<file path="src/rtl/tiny_alu_pkg.sv">
// ----------------------------------------------------------------------------
// tiny_alu_pkg
// Shared types and constants for the TinyALU responder.
//   operation_t : opcode encoding carried on the command interface
//   state_t     : control FSM states
//   SC_LAT      : latency of add/and/xor (and of mul when no multiplier)
//   MUL_LAT     : latency of mul through the 3-stage multiplier
// Configuration macro: TINYALU_MUL_EN selects whether mul uses MUL_LAT.
// ----------------------------------------------------------------------------
package tiny_alu_pkg;

    typedef enum logic [2:0] {
        no_op  = 3'd0,
        add_op = 3'd1,
        and_op = 3'd2,
        xor_op = 3'd3,
        mul_op = 3'd4,
        rst_op = 3'd7
    } operation_t;

    typedef enum logic [1:0] {
        IDLE = 2'd0,
        BUSY = 2'd1,
        HOLD = 2'd2
    } state_t;

    localparam int SC_LAT  = 1;
    localparam int MUL_LAT = 3;

    // Opcodes 1..4 start an operation; everything else is ignored in IDLE.
    function automatic logic is_exec(input logic [2:0] op);
        return (op >= 3'd1) && (op <= 3'd4);
    endfunction

    // BUSY countdown preload: latency minus the completion cycle itself.
    function automatic logic [1:0] lat_cnt(input logic [2:0] op);
`ifdef TINYALU_MUL_EN
        if (op == mul_op) return 2'(MUL_LAT - 1);
`endif
        return 2'(SC_LAT - 1);
    endfunction

endpackage

</file>
<file path="src/rtl/tinyalu_core_if.sv">
// ----------------------------------------------------------------------------
// tinyalu_if
// Start/done command interface between an initiator and the TinyALU.
//   A, B   : 8-bit unsigned operands
//   op     : 3-bit opcode (see tiny_alu_pkg::operation_t)
//   start  : request, held by the initiator until after done
//   done   : one-cycle completion pulse
//   result : 16-bit result, held until the next completion
// Modports: master = initiator (bench BFM), slave = ALU.
// ----------------------------------------------------------------------------
interface tinyalu_if;
    logic [7:0]  A;
    logic [7:0]  B;
    logic [2:0]  op;
    logic        start;
    logic        done;
    logic [15:0] result;

    modport master (output A, B, op, start, input  done, result);
    modport slave  (input  A, B, op, start, output done, result);
endinterface

</file>
<file path="src/rtl/tinyalu_mult_pipe.sv">
// ----------------------------------------------------------------------------
// tinyalu_mult_pipe
// 3-stage registered 8x8 unsigned multiplier with a valid shift chain.
//   clk, reset_n : clock, async active-low reset (flushes the pipe)
//   i_vld        : load i_a/i_b into stage 1
//   i_a, i_b     : operands
//   o_vld        : o_prod valid (two edges after i_vld was sampled)
//   o_prod       : full 16-bit product
// Each stage only loads when its valid input is set, so data holds between
// operations.
// ----------------------------------------------------------------------------
module tinyalu_mult_pipe (
    input  logic        clk,
    input  logic        reset_n,
    input  logic        i_vld,
    input  logic [7:0]  i_a,
    input  logic [7:0]  i_b,
    output logic        o_vld,
    output logic [15:0] o_prod
);

    logic [2:0]  r_vld_pipe;
    logic [7:0]  r_a;
    logic [7:0]  r_b;
    logic [15:0] r_p1;
    logic [15:0] r_p2;

    always_ff @(posedge clk or negedge reset_n) begin
        if (!reset_n) begin
            r_vld_pipe <= '0;
            r_a        <= '0;
            r_b        <= '0;
            r_p1       <= '0;
            r_p2       <= '0;
        end else begin
            r_vld_pipe <= {r_vld_pipe[1:0], i_vld};
            if (i_vld) begin
                r_a <= i_a;
                r_b <= i_b;
            end
            if (r_vld_pipe[0]) r_p1 <= 16'(r_a) * 16'(r_b);
            if (r_vld_pipe[1]) r_p2 <= r_p1;
        end
    end

    assign o_vld  = r_vld_pipe[2];
    assign o_prod = r_p2;

endmodule

</file>
<file path="src/rtl/tinyalu_core.sv">
// ----------------------------------------------------------------------------
// tinyalu_core
// TinyALU responder: captures A/B/op on start, computes, answers with a
// one-cycle done pulse and a held 16-bit result.
//   clk     : rising-edge clock
//   reset_n : async active-low reset (clears done/result, flushes multiplier)
//   bus     : tinyalu_if.slave command interface
// Configuration macro: TINYALU_MUL_EN
//   defined   -> 3-stage multiplier, mul latency 3
//   undefined -> no multiplier, mul completes with latency 1 and result 0
// ----------------------------------------------------------------------------
module tinyalu_core
    import tiny_alu_pkg::*;
(
    input  logic      clk,
    input  logic      reset_n,
    tinyalu_if.slave  bus
);

    state_t      r_state, w_state_nxt;
    logic [7:0]  r_a;
    logic [7:0]  r_b;
    operation_t  r_op;
    logic [1:0]  r_cnt;
    logic        r_done;
    logic [15:0] r_result;

    logic        w_cap;
    logic        w_fin;
    logic        w_mul_ok;
    logic [15:0] w_res;

`ifdef TINYALU_MUL_EN
    logic        w_mul_vld;
    logic [15:0] w_mul_prod;

    // Fed straight from the bus on the capture edge so that stage 3 is valid
    // one cycle before the latency-3 completion edge.
    tinyalu_mult_pipe u_mult (
        .clk     (clk),
        .reset_n (reset_n),
        .i_vld   (w_cap && (bus.op == mul_op)),
        .i_a     (bus.A),
        .i_b     (bus.B),
        .o_vld   (w_mul_vld),
        .o_prod  (w_mul_prod)
    );

    assign w_mul_ok = (r_op != mul_op) || w_mul_vld;
`else
    assign w_mul_ok = 1'b1;
`endif

    assign w_cap = (r_state == IDLE) && bus.start && is_exec(bus.op);
    assign w_fin = (r_state == BUSY) && (r_cnt == 2'd0) && w_mul_ok;

    always_ff @(posedge clk or negedge reset_n) begin
        if (!reset_n) r_state <= IDLE;
        else          r_state <= w_state_nxt;
    end

    always_comb begin
        w_state_nxt = r_state;
        unique case (r_state)
            IDLE:    if (w_cap)      w_state_nxt = BUSY;
            BUSY:    if (w_fin)      w_state_nxt = HOLD;
            HOLD:    if (!bus.start) w_state_nxt = IDLE;
            default:                 w_state_nxt = IDLE;
        endcase
    end

    always_comb begin
        w_res = 16'h0000;
        unique case (r_op)
            add_op:  w_res = {7'd0, 9'(r_a) + 9'(r_b)};
            and_op:  w_res = {8'd0, r_a & r_b};
            xor_op:  w_res = {8'd0, r_a ^ r_b};
`ifdef TINYALU_MUL_EN
            mul_op:  w_res = w_mul_prod;
`else
            mul_op:  w_res = 16'h0000;
`endif
            default: w_res = 16'h0000;
        endcase
    end

    always_ff @(posedge clk or negedge reset_n) begin
        if (!reset_n) begin
            r_a      <= '0;
            r_b      <= '0;
            r_op     <= no_op;
            r_cnt    <= '0;
            r_done   <= 1'b0;
            r_result <= '0;
        end else begin
            if (w_cap) begin
                r_a   <= bus.A;
                r_b   <= bus.B;
                r_op  <= operation_t'(bus.op);
                r_cnt <= lat_cnt(bus.op);
            end else if ((r_state == BUSY) && (r_cnt != 2'd0)) begin
                r_cnt <= r_cnt - 2'd1;
            end
            r_done <= w_fin;
            if (w_fin) r_result <= w_res;
        end
    end

    assign bus.done   = r_done;
    assign bus.result = r_result;

endmodule
</file>
<file path="src/flat_wrapper.sv">
// flat-port wrapper written by rule: the top's interface ports become plain ports
module tinyalu_core_flat import tiny_alu_pkg::*;
  (clk, reset_n, bus_A, bus_B, bus_op, bus_start, bus_done, bus_result);
  tinyalu_if bus_i ();
  input  logic clk;
  input  logic reset_n;
  input wire logic [$bits(bus_i.A)-1:0] bus_A;
  input wire logic [$bits(bus_i.B)-1:0] bus_B;
  input wire logic [$bits(bus_i.op)-1:0] bus_op;
  input wire logic [$bits(bus_i.start)-1:0] bus_start;
  output wire logic [$bits(bus_i.done)-1:0] bus_done;
  output wire logic [$bits(bus_i.result)-1:0] bus_result;
  assign bus_i.A = bus_A;
  assign bus_i.B = bus_B;
  assign bus_i.op = bus_op;
  assign bus_i.start = bus_start;
  assign bus_done = bus_i.done;
  assign bus_result = bus_i.result;
  tinyalu_core u_core (.clk(clk), .reset_n(reset_n), .bus(bus_i));
endmodule
</file>
<file path="config.mk">
export PLATFORM = sky130hd
export DESIGN_NAME = tinyalu_core_flat
export DESIGN_NICKNAME = d
export VERILOG_FILES = /design/src/rtl/tiny_alu_pkg.sv /design/src/rtl/tinyalu_core_if.sv /design/src/rtl/tinyalu_mult_pipe.sv /design/src/rtl/tinyalu_core.sv /design/src/flat_wrapper.sv
export SDC_FILE = /design/constraint.sdc
export NUM_CORES = 1
export LEC_CHECK = 0
export CORE_MARGIN = 4
export CORE_UTILIZATION = 50
export CTS_CLUSTER_SIZE = 20
export DETAILED_ROUTE_END_ITERATION = 8
export MAX_ROUTING_LAYER = met4
export PLACE_DENSITY = 0.78
export SLEW_MARGIN = 20
export SYNTH_ARGS = -nofsm -noshare
export SYNTH_HDL_FRONTEND = slang
export SYNTH_SLANG_ARGS = --single-unit
</file>
<file path="constraint.sdc">
create_clock -name clk -period 5.9 [get_ports clk]
set_input_delay 1.475 -clock clk [delete_from_list [all_inputs] [get_ports clk]]
set_output_delay 1.475 -clock clk [all_outputs]
set_load 0.01 [all_outputs]
</file>
==> results of run 1 <==
[cells by family after synthesis]
kind of cell | share of synthesized area (%)
other | 0.197
muxes | 18.9
xor gates and xnor gates | 2.77
and+or+nand+nor | 9.22
DFF | 43.4
AOI/OAI and AO/OA | 11.8
adders and majority gates | 6.98
buffers and inverters | 6.71
[Yosys cell counts, drive strengths merged]
library cell	count
nand3b	2
a31oi	2
nand2	8
a211oi	2
o211a	1
nor3b	1
dfrtp	33
o21ai	8
xor2	3
a2bb2oi	1
a21oi	8
a31o	1
o21bai	1
nand2b	1
mux2i	4
nor3	5
mux2	22
or4	1
nand3	2
xnor2	3
conb	1
inv	8
ha	9
nor2b	1
buf	11
clkbuf	1
a221oi	2
a21o	1
fa	1
nor2	12
a22o	5
[area by class of cell]
class / instances / area share, %
repair buffers: 32 / 13.9
inverters: 8 / 1.32
flip-flops and latches: 33 / 36.2
clock buffers: 8 / 3.51
multi-input cells: 114 / 42.5
well taps: 48 / 2.63
[path summary, 6_finish.rpt]
check,from,to,cells after the start
worst max-delay path,bus_op[1],u_core.r_a[0]$_DFFE_PN0P_,5
worst min-delay path,u_core.bus.result[6]$_DFFE_PN0P_,u_core.bus.result[6]$_DFFE_PN0P_,2
worst max register to register,u_core.r_a[0]$_DFFE_PN0P_,u_core.bus.result[4]$_DFFE_PN0P_,8
worst min register to register,u_core.bus.result[6]$_DFFE_PN0P_,u_core.bus.result[6]$_DFFE_PN0P_,2
max in group asynchronous,reset_n,u_core.r_op[1]$_DFFE_PN0P_,2
min in group asynchronous,reset_n,u_core.bus.result[8]$_DFFE_PN0P_,2
[registers in the layout (all words and copies together), names as in the netlist]
| signal | cells |
|---|---|
| u_core.bus.result | 9 |
| u_core.r_a | 8 |
| u_core.r_b | 8 |
| u_core.r_op | 3 |
| u_core.r_cnt | 2 |
| u_core.r_state | 2 |
| u_core.bus.done | 1 |
[critical path, cell delays in order]
cell,delay [ns]
sky130_fd_sc_hd__clkdlybuf4s50_1,0.50
sky130_fd_sc_hd__nor2_1,0.07
sky130_fd_sc_hd__xnor2_1,0.23
sky130_fd_sc_hd__nand3_2,0.59
sky130_fd_sc_hd__mux2_4,0.51
[layer usage]
metal	global-route usage, %	up-vias
met1	20.4	604
met2	25.3	42
li1	-	629
met4	7.23	0
met5	-	-
met3	3.77	13
[through the flow]
step	util, %	power [W]	hold slack, ns	instances	area, um2
2_1_floorplan	-	0.000984	0.486	167	1920
3_3_place_gp	60.2	0.00111	0.486	235	2200
3_5_place_dp	60.2	0.00115	0.496	235	2200
4_1_cts	62.4	0.00131	0.511	243	2280
5_1_grt	62.4	0.00142	0.533	243	2280
6_report	62.4	0.00131	0.510	243	2280
[power by group through the flow]
stage                     sequential [W]  clock [W]  combinational, W
after detailed placement        0.000432          0          0.000715
after floorplan                 0.000401          0          0.000582
final                           0.000431   0.000162          0.000721
after global routing            0.000444   0.000176          0.000797
after CTS                       0.000430   0.000164          0.000721
after global placement          0.000424          0          0.000688
==> summary.json, run 1 <==
{
  "power_and_ir_drop": {
    "p_comb_share_pct": 54.8,
    "power.share.sequential_pct": 32.8,
    "power_switching_share_pct": 38.5,
    "power.switching_w": 0.000505,
    "internal_power_w": 0.000809,
    "power.share.clock_pct": 12.4,
    "power_density_mw_per_mm2": 576,
    "vdd.ir_drop.worst_mv": 0.330,
    "cellLeakagePower_nw": 1.09
  },
  "drt": {
    "drt_iter0_drc": 64,
    "vias": 1288,
    "wirelength_mm": 3.61,
    "avgRoutedWirePerCell_um": 14.8,
    "m1WireLength_mm": 1.64,
    "drt-pass1-iter-count": 4,
    "top_layer": "met4",
    "antenna_left": 0,
    "post-route-drc-count": 0,
    "met2RoutedLength_mm": 1.68,
    "route.met3.wl_um": 192,
    "average_via_count_per_standard_cell": 5.30
  },
  "timing": {
    "report.final.setup_viol": 0,
    "worst_pin_slew_ns": 0.677,
    "setup_tns_ns": 0,
    "slew_headroom_pct": 54.8,
    "final-hold-violation-count": 0,
    "fin_skew_ns": 0.00585,
    "postLayoutSetupSlackWorst_ns": 2.69,
    "min_period_ns": 3.21,
    "unrepaired_setup_endpoints_after_global_routing": "false",
    "period_share_pct": 54.4,
    "maxSlewViolCount": 0,
    "max_freq_mhz": 312
  },
  "placement": {
    "finalWeightedCongestion": 0.799,
    "preCtsSetupSlack_ns": 2.39,
    "dp_hpwl_mm": 2.66,
    "buffer_ports.inserted": 31
  },
  "floorplan": {
    "floorplan.initialDensity_pct": 51.9,
    "num_rows": 22,
    "core_area_mm2": 0.00366,
    "die-area_mm2": 0.00485,
    "ioPinCount": 39,
    "die_height_um": 69.7,
    "die_x_um": 69.7
  },
  "cts": {
    "cts.sink_count": 33,
    "cts_setup_buffers": 0,
    "clkLatencyLatePin_ns": 0.28,
    "ctsResizeCount": 0,
    "worst_setup_hold_path_clk_slew_ns": 0.07,
    "htreeDepth": 2,
    "clk_root_buffer_cell": "sky130_fd_sc_hd__clkbuf_8",
    "clock_tree.buffer_depth": 2,
    "tritoncts": "yes",
    "cts_made_buffers": 5,
    "cts_hold_repair.buffers": 0
  },
  "cells_and_area": {
    "layout.cells.most_common_list": "33 x sky130_fd_sc_hd__dfrtp_1, 31 x sky130_fd_sc_hd__clkdlybuf4s50_1, 19 x sky130_fd_sc_hd__mux2_4, 12 x sky130_fd_sc_hd__nor2_1, 9 x sky130_fd_sc_hd__ha_1",
    "mostFrequentLayoutCell": "sky130_fd_sc_hd__dfrtp_1",
    "area_occupied_by_multi_input_gates_um2": 970,
    "layout_cells_sized_above_1_pct": 17.9,
    "area_delta_synth_final_pct": 20.1,
    "insertedDiodeCount": 0,
    "register_area_um2": 826,
    "count_of_fill_cells_added_during_filler_insertion": 290,
    "design.final.nets": 226
  },
  "worst_setup_path": {
    "data_required_critical_path_ns": 6.06,
    "timing.critical_path.arrival_ns": 3.37,
    "crit_fanout": 21,
    "reg2reg_slack_ns": 3.82,
    "worst_setup_path_start_kind": "input pin",
    "cp-end-kind": "flop",
    "worst_path_class_setup": "input pin to flop"
  },
  "logic_synthesis": {
    "synthesis.area_mm2": 0.00190,
    "synth_cell_types": 39,
    "synth_top_cell_area_share_pct": 43.4,
    "synth-seq-area-share_pct": 43.4,
    "leading_post_synthesis_cells_by_cell_area": "sky130_fd_sc_hd__dfrtp_1 43%, sky130_fd_sc_hd__mux2_4 15%, sky130_fd_sc_hd__ha_1 5.9%",
    "gate_count_of_the_mapped_netlist": 161,
    "yosys_warnings": 0,
    "ys_seq_elements": 33,
    "synth_area_per_cell_um2": 11.8,
    "post-synth-top-area-cell": "sky130_fd_sc_hd__dfrtp_1"
  },
  "grt": {
    "grt_remaining_overflow": 0,
    "first_pass_grt_wire_length_mm": 6.20,
    "gr-usage-all-layers_pct": 16.3,
    "grt_start_max_net_pins": 34,
    "grt_pass1_vias": 1286,
    "number_of_antenna_violations_at_the_first_check_in_global_routing": 0
  },
  "hold_path": {
    "hold_path_class": "flop to flop"
  },
  "run": {
    "drv_cap": 0
  },
  "outcome": {
    "status": "complete, no violations"
  }
}
(Power assumes the default switching activity.)
==> run 2: changes to the inputs <==
- CORE_UTILIZATION: 50 -> 46
- PLACE_DENSITY: 0.78 -> 0.76
- clock period: 5.9 -> 2.83 ns (I/O delays scaled with it)
==> run 2 against run 1 <==
  * Die area increased by 7.7%
  * Via count increased by 2.9%
  * Sequential share of layout area is 0.72 points lower
  * Power up 120%
  * Non-clock buffer count is 1 higher
  * Hold slack improved by 0.0020 ns
  * Sequential cell count stayed put
  * Final cell count rose by 1.2%
  * Clock power rose to 2.8 times the previous value
  * Setup slack got worse by 1.9 ns
  * Highest routed layer unchanged
==> summary.json, run 2 (synthesis results as in run 1) <==
{
  "outcome": {
    "status": "complete, no violations"
  },
  "run": {
    "drv_cap": 0
  },
  "placement": {
    "dp_hpwl_mm": 2.80,
    "cell_count_after_placement": 238,
    "finalWeightedCongestion": 0.887,
    "buffer_ports.inserted": 31,
    "placed_cell_area_mm2": 0.00221
  },
  "cts": {
    "tritoncts": "yes",
    "cts_hold_repair.buffers": 0,
    "clock_tree.buffer_depth": 2,
    "cts.sink_count": 33,
    "worst_setup_hold_path_clk_slew_ns": 0.07,
    "cts_setup_buffers": 0,
    "ctsResizeCount": 0,
    "clk_root_buffer_cell": "sky130_fd_sc_hd__clkbuf_8",
    "cts_made_buffers": 5,
    "htreeDepth": 2,
    "clkLatencyLatePin_ns": 0.28
  },
  "worst_setup_path": {
    "reg2reg_depth": 8,
    "reg2reg_to": "u_core.bus.result[4]$_DFFE_PN0P_",
    "worst_setup_path_start_kind": "flop",
    "crit_fanout": 3,
    "timing.critical_path.arrival_ns": 2.23,
    "cp-end-kind": "flop",
    "data_required_critical_path_ns": 3.00,
    "reg2reg_slack_ns": 0.77,
    "regToRegStartpoint": "u_core.r_b[0]$_DFFE_PN0P_",
    "worst_path_class_setup": "flop to flop"
  },
  "drt": {
    "post-route-drc-count": 0,
    "average_via_count_per_standard_cell": 5.39,
    "drt_iter0_drc": 80,
    "drt-pass1-iter-count": 4,
    "wirelength_mm": 3.80,
    "antenna_left": 0,
    "vias": 1325,
    "avgRoutedWirePerCell_um": 15.5
  },
  "timing": {
    "period_share_pct": 72.9,
    "worst_pin_slew_ns": 0.546,
    "final-hold-violation-count": 0,
    "report.final.setup_viol": 0,
    "max_freq_mhz": 485,
    "slew_headroom_pct": 63.6,
    "setup_tns_ns": 0,
    "fin_skew_ns": 0.00518,
    "maxSlewViolCount": 0,
    "min_period_ns": 2.06,
    "unrepaired_setup_endpoints_after_global_routing": "false"
  },
  "power_and_ir_drop": {
    "power.share.clock_pct": 15.7,
    "internal_power_w": 0.00180,
    "cellLeakagePower_nw": 1.12,
    "power_density_mw_per_mm2": 1240,
    "p_comb_share_pct": 53.2,
    "power_switching_share_pct": 37.7,
    "power.share.sequential_pct": 31.1,
    "vdd.ir_drop.worst_mv": 0.653,
    "power.switching_w": 0.00109
  },
  "floorplan": {
    "floorplan.initialDensity_pct": 47.5,
    "num_rows": 23,
    "die_x_um": 72.3,
    "ioPinCount": 39,
    "core_area_mm2": 0.00400,
    "die_height_um": 72.3,
    "die-area_mm2": 0.00522
  },
  "cells_and_area": {
    "number_of_flip_flops_under_the_largest_register_name": 9,
    "count_of_fill_cells_added_during_filler_insertion": 322,
    "final_cell_utilization_of_the_core_pct": 58.2,
    "layout_cells_sized_above_1_pct": 19.4,
    "mostFrequentLayoutCell": "sky130_fd_sc_hd__dfrtp_1",
    "layout.cells.most_common_list": "33 x sky130_fd_sc_hd__dfrtp_1, 31 x sky130_fd_sc_hd__clkdlybuf4s50_1, 19 x sky130_fd_sc_hd__mux2_4, 12 x sky130_fd_sc_hd__nor2_1, 9 x sky130_fd_sc_hd__ha_1",
    "register_area_um2": 826,
    "final_cell_count_no_fill": 246,
    "area_delta_synth_final_pct": 22.6,
    "insertedDiodeCount": 0,
    "design_area_mm2": 0.00233,
    "design.final.nets": 227,
    "area_occupied_by_multi_input_gates_um2": 970
  },
  "hold_path": {
    "hold_depth": 2,
    "whs_endpoint": "u_core.bus.result[6]$_DFFE_PN0P_",
    "hold_path_class": "flop to flop",
    "startpoint_of_the_most_critical_hold_path": "u_core.bus.result[6]$_DFFE_PN0P_"
  },
  "grt": {
    "gr-usage-all-layers_pct": 15.7,
    "grt.met1_usage_pct": 17.1,
    "grt_start_max_net_pins": 34,
    "grt.busiest_layer": "met2",
    "grt_remaining_overflow": 0,
    "grtUsageMet3_pct": 3.19,
    "number_of_antenna_violations_at_the_first_check_in_global_routing": 0,
    "grt_pass1_vias": 1405,
    "grt.met2_usage_pct": 27.5,
    "first_pass_grt_wire_length_mm": 6.15
  }
}
==> run 2: worst max-delay path, stage by stage (launching register included) <==
cell,delay [ns]
sky130_fd_sc_hd__dfrtp_1,0.36
sky130_fd_sc_hd__ha_1,0.22
sky130_fd_sc_hd__inv_1,0.07
sky130_fd_sc_hd__fa_1,0.38
sky130_fd_sc_hd__nand3b_1,0.16
sky130_fd_sc_hd__nand2_1,0.11
sky130_fd_sc_hd__mux2_4,0.31
sky130_fd_sc_hd__a221oi_2,0.26
sky130_fd_sc_hd__nor2_1,0.07
==> run 2: metrics by stage <==
stage	setup slack (ns)	total power [W]	hold WS [ns]
finish	0.768	0.00289	0.512
global route	0.664	0.00308	0.537
CTS	0.766	0.00289	0.510
detailed placement	0.497	0.00241	0.495
global placement	0.564	0.00232	0.490
floorplan	0.922	0.00205	0.412
==> run 2: layout make-up <==
type	instances	share of cell area [%]
Multi-Input combinational cell	114	41.6
Sequential cell	33	35.4
Timing Repair Buffer	33	14.0
Clock buffer	7	3.71
Tap cell	50	2.69
Clock inverter	1	1.29
Inverter	8	1.29
==> run 2: power by group through the flow <==
stage	sequential [W]	clock [W]	combinational, W
2_1_floorplan	0.000836	0	0.00121
3_3_place_gp	0.000885	0	0.00144
5_1_grt	0.000929	0.000477	0.00168
4_1_cts	0.000895	0.000463	0.00153
3_5_place_dp	0.000902	0	0.00151
6_report	0.000900	0.000455	0.00154
==> run 2: worst max path at each step <==
| stage | cells past startpoint | slack, ns | end | start |
|---|---|---|---|---|
| after floorplan | 8 | 0.92 | u_core.bus.result[4]$_DFFE_PN0P_ | u_core.r_b[0]$_DFFE_PN0P_ |
| after global placement | 6 | 0.56 | u_core.r_b[3]$_DFFE_PN0P_ | bus_op[1] |
| after detailed placement | 6 | 0.50 | u_core.r_b[3]$_DFFE_PN0P_ | bus_op[1] |
| after CTS | 8 | 0.77 | u_core.bus.result[4]$_DFFE_PN0P_ | u_core.r_b[0]$_DFFE_PN0P_ |
| after global routing | 8 | 0.66 | u_core.bus.result[4]$_DFFE_PN0P_ | u_core.r_a[0]$_DFFE_PN0P_ |
| final | 8 | 0.77 | u_core.bus.result[4]$_DFFE_PN0P_ | u_core.r_b[0]$_DFFE_PN0P_ |
==> run 2: metal layers <==
metal | vias up | wire length [um]
li1 | 625 | -
met1 | 654 | 1590
met2 | 39 | 1950
met3 | 7 | 202
met4 | 0 | 64
met5 | - | 0
